<file path="src/rtl/stopwatch_ctrl.sv">
// Stopwatch control sequencer: button synchronise/debounce, mode FSM,
// 1 Hz count-enable tick, counter-clear pulse and display-freeze select.
module stopwatch_ctrl #(
    parameter int unsigned TICK_DIV     = 12000000,
    parameter int unsigned DEBOUNCE_CYC = 120000,
    parameter int unsigned CNT_W        = 24
) (
    input  logic       clk,
    input  logic       rst_n,
    input  logic       btn_ss,
    input  logic       btn_lr,
    output logic       run,
    output logic       tick,
    output logic       clr,
    output logic       freeze,
    output logic [1:0] state
);

    typedef enum logic [1:0] {
        IDLE  = 2'b00,
        RUN   = 2'b01,
        LAP   = 2'b10,
        PAUSE = 2'b11
    } state_t;

    localparam logic [CNT_W-1:0] DB_LAST   = CNT_W'(DEBOUNCE_CYC - 1);
    localparam logic [CNT_W-1:0] TICK_LAST = CNT_W'(TICK_DIV - 1);

    // Index 0 is start/stop, index 1 is lap/reset.
    logic [1:0] btn_raw;
    logic [1:0] sync1;
    logic [1:0] sync2;
    logic [1:0] deb;
    logic [1:0] press;

    assign btn_raw = {btn_lr, btn_ss};

    for (genvar g = 0; g < 2; g++) begin : g_btn
        logic [CNT_W-1:0] db_cnt;

        always_ff @(posedge clk or negedge rst_n) begin
            if (!rst_n) begin
                sync1[g] <= 1'b0;
                sync2[g] <= 1'b0;
                deb[g]   <= 1'b0;
                press[g] <= 1'b0;
                db_cnt   <= '0;
            end else begin
                sync1[g] <= btn_raw[g];
                sync2[g] <= sync1[g];
                press[g] <= 1'b0;
                if (sync2[g] == deb[g]) begin
                    db_cnt <= '0;
                end else if (db_cnt == DB_LAST) begin
                    // Level accepted on the DEBOUNCE_CYC-th differing sample;
                    // only the rising acceptance produces a press.
                    db_cnt   <= '0;
                    deb[g]   <= sync2[g];
                    press[g] <= sync2[g];
                end else begin
                    db_cnt <= db_cnt + 1'b1;
                end
            end
        end
    end

    wire press_ss = press[0];
    wire press_lr = press[1];

    state_t           state_q;
    state_t           state_d;
    logic             clr_q;
    logic             clr_d;
    logic [CNT_W-1:0] presc;

    always_comb begin
        state_d = state_q;
        clr_d   = 1'b0;
        // Start/stop is tested first so it wins a simultaneous press.
        case (state_q)
            IDLE: begin
                if (press_ss) begin
                    state_d = RUN;
                end else if (press_lr) begin
                    clr_d = 1'b1;
                end
            end
            RUN: begin
                if (press_ss) begin
                    state_d = PAUSE;
                end else if (press_lr) begin
                    state_d = LAP;
                end
            end
            LAP: begin
                if (press_ss) begin
                    state_d = PAUSE;
                end else if (press_lr) begin
                    state_d = RUN;
                end
            end
            PAUSE: begin
                if (press_ss) begin
                    state_d = RUN;
                end else if (press_lr) begin
                    state_d = IDLE;
                    clr_d   = 1'b1;
                end
            end
            default: state_d = IDLE;
        endcase
    end

    always_ff @(posedge clk or negedge rst_n) begin
        if (!rst_n) begin
            state_q <= IDLE;
            clr_q   <= 1'b0;
        end else begin
            state_q <= state_d;
            clr_q   <= clr_d;
        end
    end

    // Prescaler holds while not running so pause/resume keeps sub-second phase.
    always_ff @(posedge clk or negedge rst_n) begin
        if (!rst_n) begin
            presc <= '0;
        end else if (clr_d) begin
            presc <= '0;
        end else if (run) begin
            if (presc == TICK_LAST) begin
                presc <= '0;
            end else begin
                presc <= presc + 1'b1;
            end
        end
    end

    assign run    = (state_q == RUN) || (state_q == LAP);
    assign freeze = (state_q == LAP);
    assign tick   = run && (presc == TICK_LAST);
    assign clr    = clr_q;
    assign state  = state_q;

endmodule

</file>
<file path="config.mk">
export PLATFORM = sky130hd
export DESIGN_NAME = stopwatch_ctrl
export DESIGN_NICKNAME = d
export VERILOG_FILES = /design/src/rtl/stopwatch_ctrl.sv
export SDC_FILE = /design/constraint.sdc
export NUM_CORES = 1
export LEC_CHECK = 0
export ABC_CLOCK_PERIOD_IN_PS = 2440
export BUFFER_PORTS_ARGS = -buffer_cell sky130_fd_sc_hd__buf_2
export CORE_MARGIN = 8
export CORE_UTILIZATION = 55
export CTS_CLUSTER_DIAMETER = 150
export DETAILED_ROUTE_END_ITERATION = 16
export HOLD_SLACK_MARGIN = 0.03
export PLACE_DENSITY = 0.76
export SLEW_MARGIN = 20
export SYNTH_ARGS = -nofsm -noshare
export SYNTH_HDL_FRONTEND = slang
export SYNTH_SLANG_ARGS = --single-unit
</file>
<file path="constraint.sdc">
create_clock -name clk -period 2.44 [get_ports clk]
set_input_delay 0.244 -clock clk [delete_from_list [all_inputs] [get_ports clk]]
set_output_delay 0.244 -clock clk [all_outputs]
set_load 0.005 [all_outputs]
</file>
# Word level (Yosys, flattened, before mapping)
# Index checks and enable logic that the tools add are counted.
# word_totals
ff_bits	83
latchBits	0
mem_bits_rw	0
rom_bits	0
output_inout_bits	6
n_memories	0
# op_classes
addsub	3
multipliers	0
div_mod_pow	0
order_cmp	0
eq_ne	12
n_shift	0
muxes	22
n_bitwise	2
reduce_logical	8
# op_table
op	count
24-bit 2-to-1 mux	7
24-bit by 1-bit adder with 24-bit output (second input constant)	3
24-bit by 17-bit equality test with 1-bit output (second input constant)	2
24-bit equality test (second input constant)	1
2-bit 2-to-1 mux	7
2-bit case mux with 4 select lines	1
1-bit 2-to-1 mux	7
3-bit != test (second input constant)	2
2-bit equality test (second input constant)	2
2-bit AND reduction	2
4-bit AND reduction	1
3-bit by 1-bit != test with 1-bit output (second input constant)	1
1-bit equality test	2
2-bit by 1-bit equality test with 1-bit output (second input constant)	1
2-bit zero test	1
2-bit != test (second input constant)	1
1-bit inverter	2
2-bit nonzero test	1
2-bit OR reduction	1
1-bit logical AND	1
1-bit logical OR	1

# Longest topological paths before layout
# logic_depth
word_depth	4
mapped_depth	7
ltp_nobuf	7

# Least setup slack after synthesis
# No wires, ideal clock.
# synth_path
path_kind	register to register
from	reg presc[19]
to	reg presc[0]
setup_ps	125
arrival_time_ps	1752
t_required_ps	2315
slack_ps	563
stages_incl_launch_ff	6
n_path_buf	1
period_less_slack_ps	1877
cell_sequence	dfrtp_1 > or4b_4 > nor4_4 > a21boi_2 > buf_6 > mux2_2
# synth_via
elab_chain_cells	4
# synth_rtl
element	line_no	source
start: declaration	74	logic [CNT_W-1:0] presc;
start signal: assignment	134	presc <= presc + 1'b1;
24-bit equality test	131	if (presc == TICK_LAST) begin
24-bit 2-to-1 mux	131	
24-bit 2-to-1 mux	130	end else if (run) begin
24-bit 2-to-1 mux	128	end else if (clr_d) begin
# Every way passes these cells. The select of a mux whose other input is x is not followed.
# A chain may end at the register's enable or synchronous reset.

# Worst setup path after layout
# layout_path
from	reg state_q[0], in the netlist state[0]
to	reg presc[22]
# layout_via
elab_chain_cells	4
word_cells_on_any_way	9
cone_classes	3 x eq/ne; 2 x mux; 4 x reduce/logical
# layout_rtl
element	line_no	source
start: declaration	70	state_t state_q;
start signal: assignment	119	state_q <= state_d;
2-bit equality test or 2-bit zero test (tied branches)	80	case (state_q)
2-bit OR reduction (no line)	--	
1-bit 2-to-1 mux	--	
24-bit 2-to-1 mux or 2-bit nonzero test (tied branches)	--	
# Several ways; a longest one is shown, not always the timed one.

==> flow_metrics.tcl <==
set metrics [dict create \
    run_status "completed" \
    yosysTopAreaCellShare_pct 48.9 \
    start_kind "register" \
    cp_max_fo 21 \
    met3_usage_pct 3.97 \
    setup_tns_ns 0 \
    ir_worst_vdd_mv 0.364 \
    post-route-period-util_pct 92.8 \
    rows 32 \
    slew_viol_final 0 \
    synth_edf_count 0 \
    path_clk_slew_ns 0.08 \
    synth-seq-cells 83 \
    chipWidth_um 104 \
    tightest_slew_ns 0.847 \
    setup_viol 0 \
    clock_latency_ns 0.35 \
    fin_cells 566 \
    yosys-top-cells-area "dfrtp_1 49%, nor2_1 6.0%, xor2_1 5.4%" \
    critPathArrivalTime_ns 2.52 \
    grt_pass1_wl_mm 14.4 \
    synth_xor_area_share_pct 10.1 \
    critPathBufInv 2 \
    area_delta_synth_final_pct 10.4 \
    die_h_um 104 \
    grt.overflow.total 0 \
    place_inst 548 \
    whs_ns 0.351 \
    synth_cell_types 40 \
    cts_tree "done" \
    cts-htree-levels 3 \
    dp_hpwl_mm 5.27 \
    gp_congestion 0.826 \
    synth-seq-area-share_pct 48.9 \
    synth-compound-area-share_pct 5.92 \
    initialDrtViolationCount 149 \
    grt_max_degree 45 \
    crit_type "reg2reg" \
    die-area_um2 10800 \
    syn_nets 455 \
    grt.busiest_layer "met2" \
    drc 0 \
    synth.mux.area_fraction_pct 3.15 \
    grt_pass1_vias 3186 \
    synthAdderAreaFrac_pct 2.36 \
    io_pins 10 \
    use_met2_pct 24.2 \
    ctsResizeCount 0 \
    routed_wirelength_mm 7.90 \
    yosys.area.top_type "dfrtp_1" \
    synthSimpleGateAreaFrac_pct 26.4 \
    max_cap_viol_count 0 \
    synth_top_family_by_area "simple AND/OR/NAND/NOR gates" \
    ctsRootBufferMaster "clkbuf_8" \
    post_drt_wl_per_cell_um 14.0 \
    portBuffers 9 \
    dr.pass1.iters 5 \
    design.core.area_um2 7610 \
    rsz0062_at_grt "no" \
    cts_setup_buffers 0 \
    period_needed_ns 2.26 \
    synthCells 443 \
    cts_buffers 9 \
    slew_headroom_pct 43.2 \
    leakage_nw 2.02 \
    insertedDiodeCount 0 \
    syn_area_um2 4250 \
    hold_path.class "reg2reg" \
    nNetsFinal 472 \
    start_util_pct 55.9 \
    max_freq_ghz 0.442 \
    slowest_stage "a21boi_2" \
    crit_chain "inv_1 -> ha_1 -> a21boi_2 -> buf_4 -> o21ai_0 -> a21oi_1" \
    drive_gt1_share_pct 9.27 \
    clock-skew-final_ns 0.00842 \
    final-hold-violation-count 0 \
    antenna_left 0 \
    max-clock-path-buffers 2 \
    power_density_nw_per_um2 557 \
    cts.sinks 83 \
    syn_avg_cell_area_um2 9.59 \
    cp-end-kind "register" \
    crit_required_ns 2.70 \
    worst_path_dominant_cell_family "compound AO/OA/AOI/OAI gates" \
    yosys_warnings 0 \
    async_reset_ff_share_pct 100 \
    track_usage_pct 15.7 \
    met1_usage_pct 20.3 \
    max_stage_delay_ns 0.67 \
    vias_per_cell 5.63 \
    vias 3188 \
    synthFlopType "dfrtp_1" \
    antenna_found_initial 0 \
]
[power by group]
group,total [mW],leakage [nW],switching (mW),internal (mW)
Clock,1.15,0.114,0.471,0.679
Combinational,0.0662,0.758,0.0462,0.0200
Sequential,1.40,1.15,0.0104,1.39
[metal layers]
layer  vias to the layer above  wire length (um)
li1                       1574                 -
met1                      1542              3780
met2                        60              3700
met3                        12               309
met4                         0               104
met5                         -                 0
[state kept, by name, summed over array words and instances (netlist names)]
name and cells:
clr 1, deb 2, g_btn.db_cnt 48, presc 24, press_lr 1, press_ss 1, state 2, sync1 2
sync2 2
[cells in the mapped netlist (2+ instances only)]
cell and number:
dfrtp_1 83, nor2_1 68, nand2_1 34, nand3_1 30, xor2_1 26, nand4_1 25, xnor2_1 23, a21oi_1 17
inv_1 15, nor3_1 15, and3_1 13, o21ai_0 12, mux2i_1 10, clkbuf_1 9, nor4_1 9, ha_1 8
a22o_1 5, buf_2 4, nand2b_1 4, mux2_2 3, nor4_2 3, a21o_1 2, a31oi_1 2, and4_1 2
buf_4 2, nor2b_1 2, nor3b_1 2, nor4b_1 2, nor4bb_1 2
[path summary, 6_finish.rpt]
path	start	end	slack [ns]	depth (start not counted)
max	state[0]	presc[22]	0.18	6
min	sync1[0]	sync2[0]	0.35	0
max reg2reg	state[0]	presc[22]	0.18	6
min reg2reg	sync1[0]	sync2[0]	0.35	0
max in group asynchronous	rst_n	g_btn[1].db_cnt[8]	1.42	3
min in group asynchronous	rst_n	g_btn[0].db_cnt[16]	0.41	2
[layout make-up]
| type | instances | area, um2 |
|---|---|---|
| Tap cell | 102 | 128 |
| Multi-Input combinational cell | 329 | 2040 |
| Timing Repair Buffer | 22 | 165 |
| Sequential cell | 83 | 2080 |
| Inverter | 15 | 56.3 |
| Clock inverter | 4 | 98.8 |
| Fill cell | 626 | 2910 |
| Clock buffer | 11 | 131 |
[what timing repair did]
| action | in CTS | in global routing |
|---|---|---|
| hold buffers | 3 | 0 |
| endpoints found under the setup margin | 0 | 0 |
| hold endpoints to repair | 41 | 0 |
[logic make-up (layout without fill, tap and decap cells)]
group	count (synthesis)	in the layout
multiplexers	13	13
XOR/XNOR	49	49
AO/OA/AOI/OAI	42	42
flip-flops	83	83
adder cells (fa/ha/maj)	8	8
buffers and inverters	31	52
AND/OR/NAND/NOR	217	217
[worst reg2reg max path, stage by stage (launching register included)]
cell      delay [ns]
dfrtp_1         0.45
inv_1           0.12
ha_1            0.31
a21boi_2        0.67
buf_4           0.31
o21ai_0         0.11
a21oi_1         0.20
[stage by stage]
| step | area [um2] | util [%] | power (mW) | worst slack (ns) |
|---|---|---|---|---|
| floorplan | 4250 | - | 1.45 | 0.563 |
| global placement | 4430 | 58.3 | 1.49 | 0.316 |
| detailed placement | 4430 | 58.3 | 1.49 | 0.225 |
| CTS | 4690 | 61.7 | 2.66 | 0.170 |
| global route | 4690 | 61.7 | 2.71 | 0.0223 |
| finish | 4690 | 61.7 | 2.61 | 0.176 |
[cell usage in the layout, fill, tap and decap left out, types with 13 or more instances in the layout]
| cell type | count |
|---|---|
| nand2_1 | 34 |
| xor2_1 | 26 |
| dfrtp_1 | 83 |
| nor2_1 | 68 |
| nand4_1 | 25 |
| xnor2_1 | 23 |
| nor3_1 | 15 |
| nand3_1 | 30 |
| a21oi_1 | 17 |
| and3_1 | 13 |
| inv_1 | 15 |
Power figures use the tool's default switching activity.
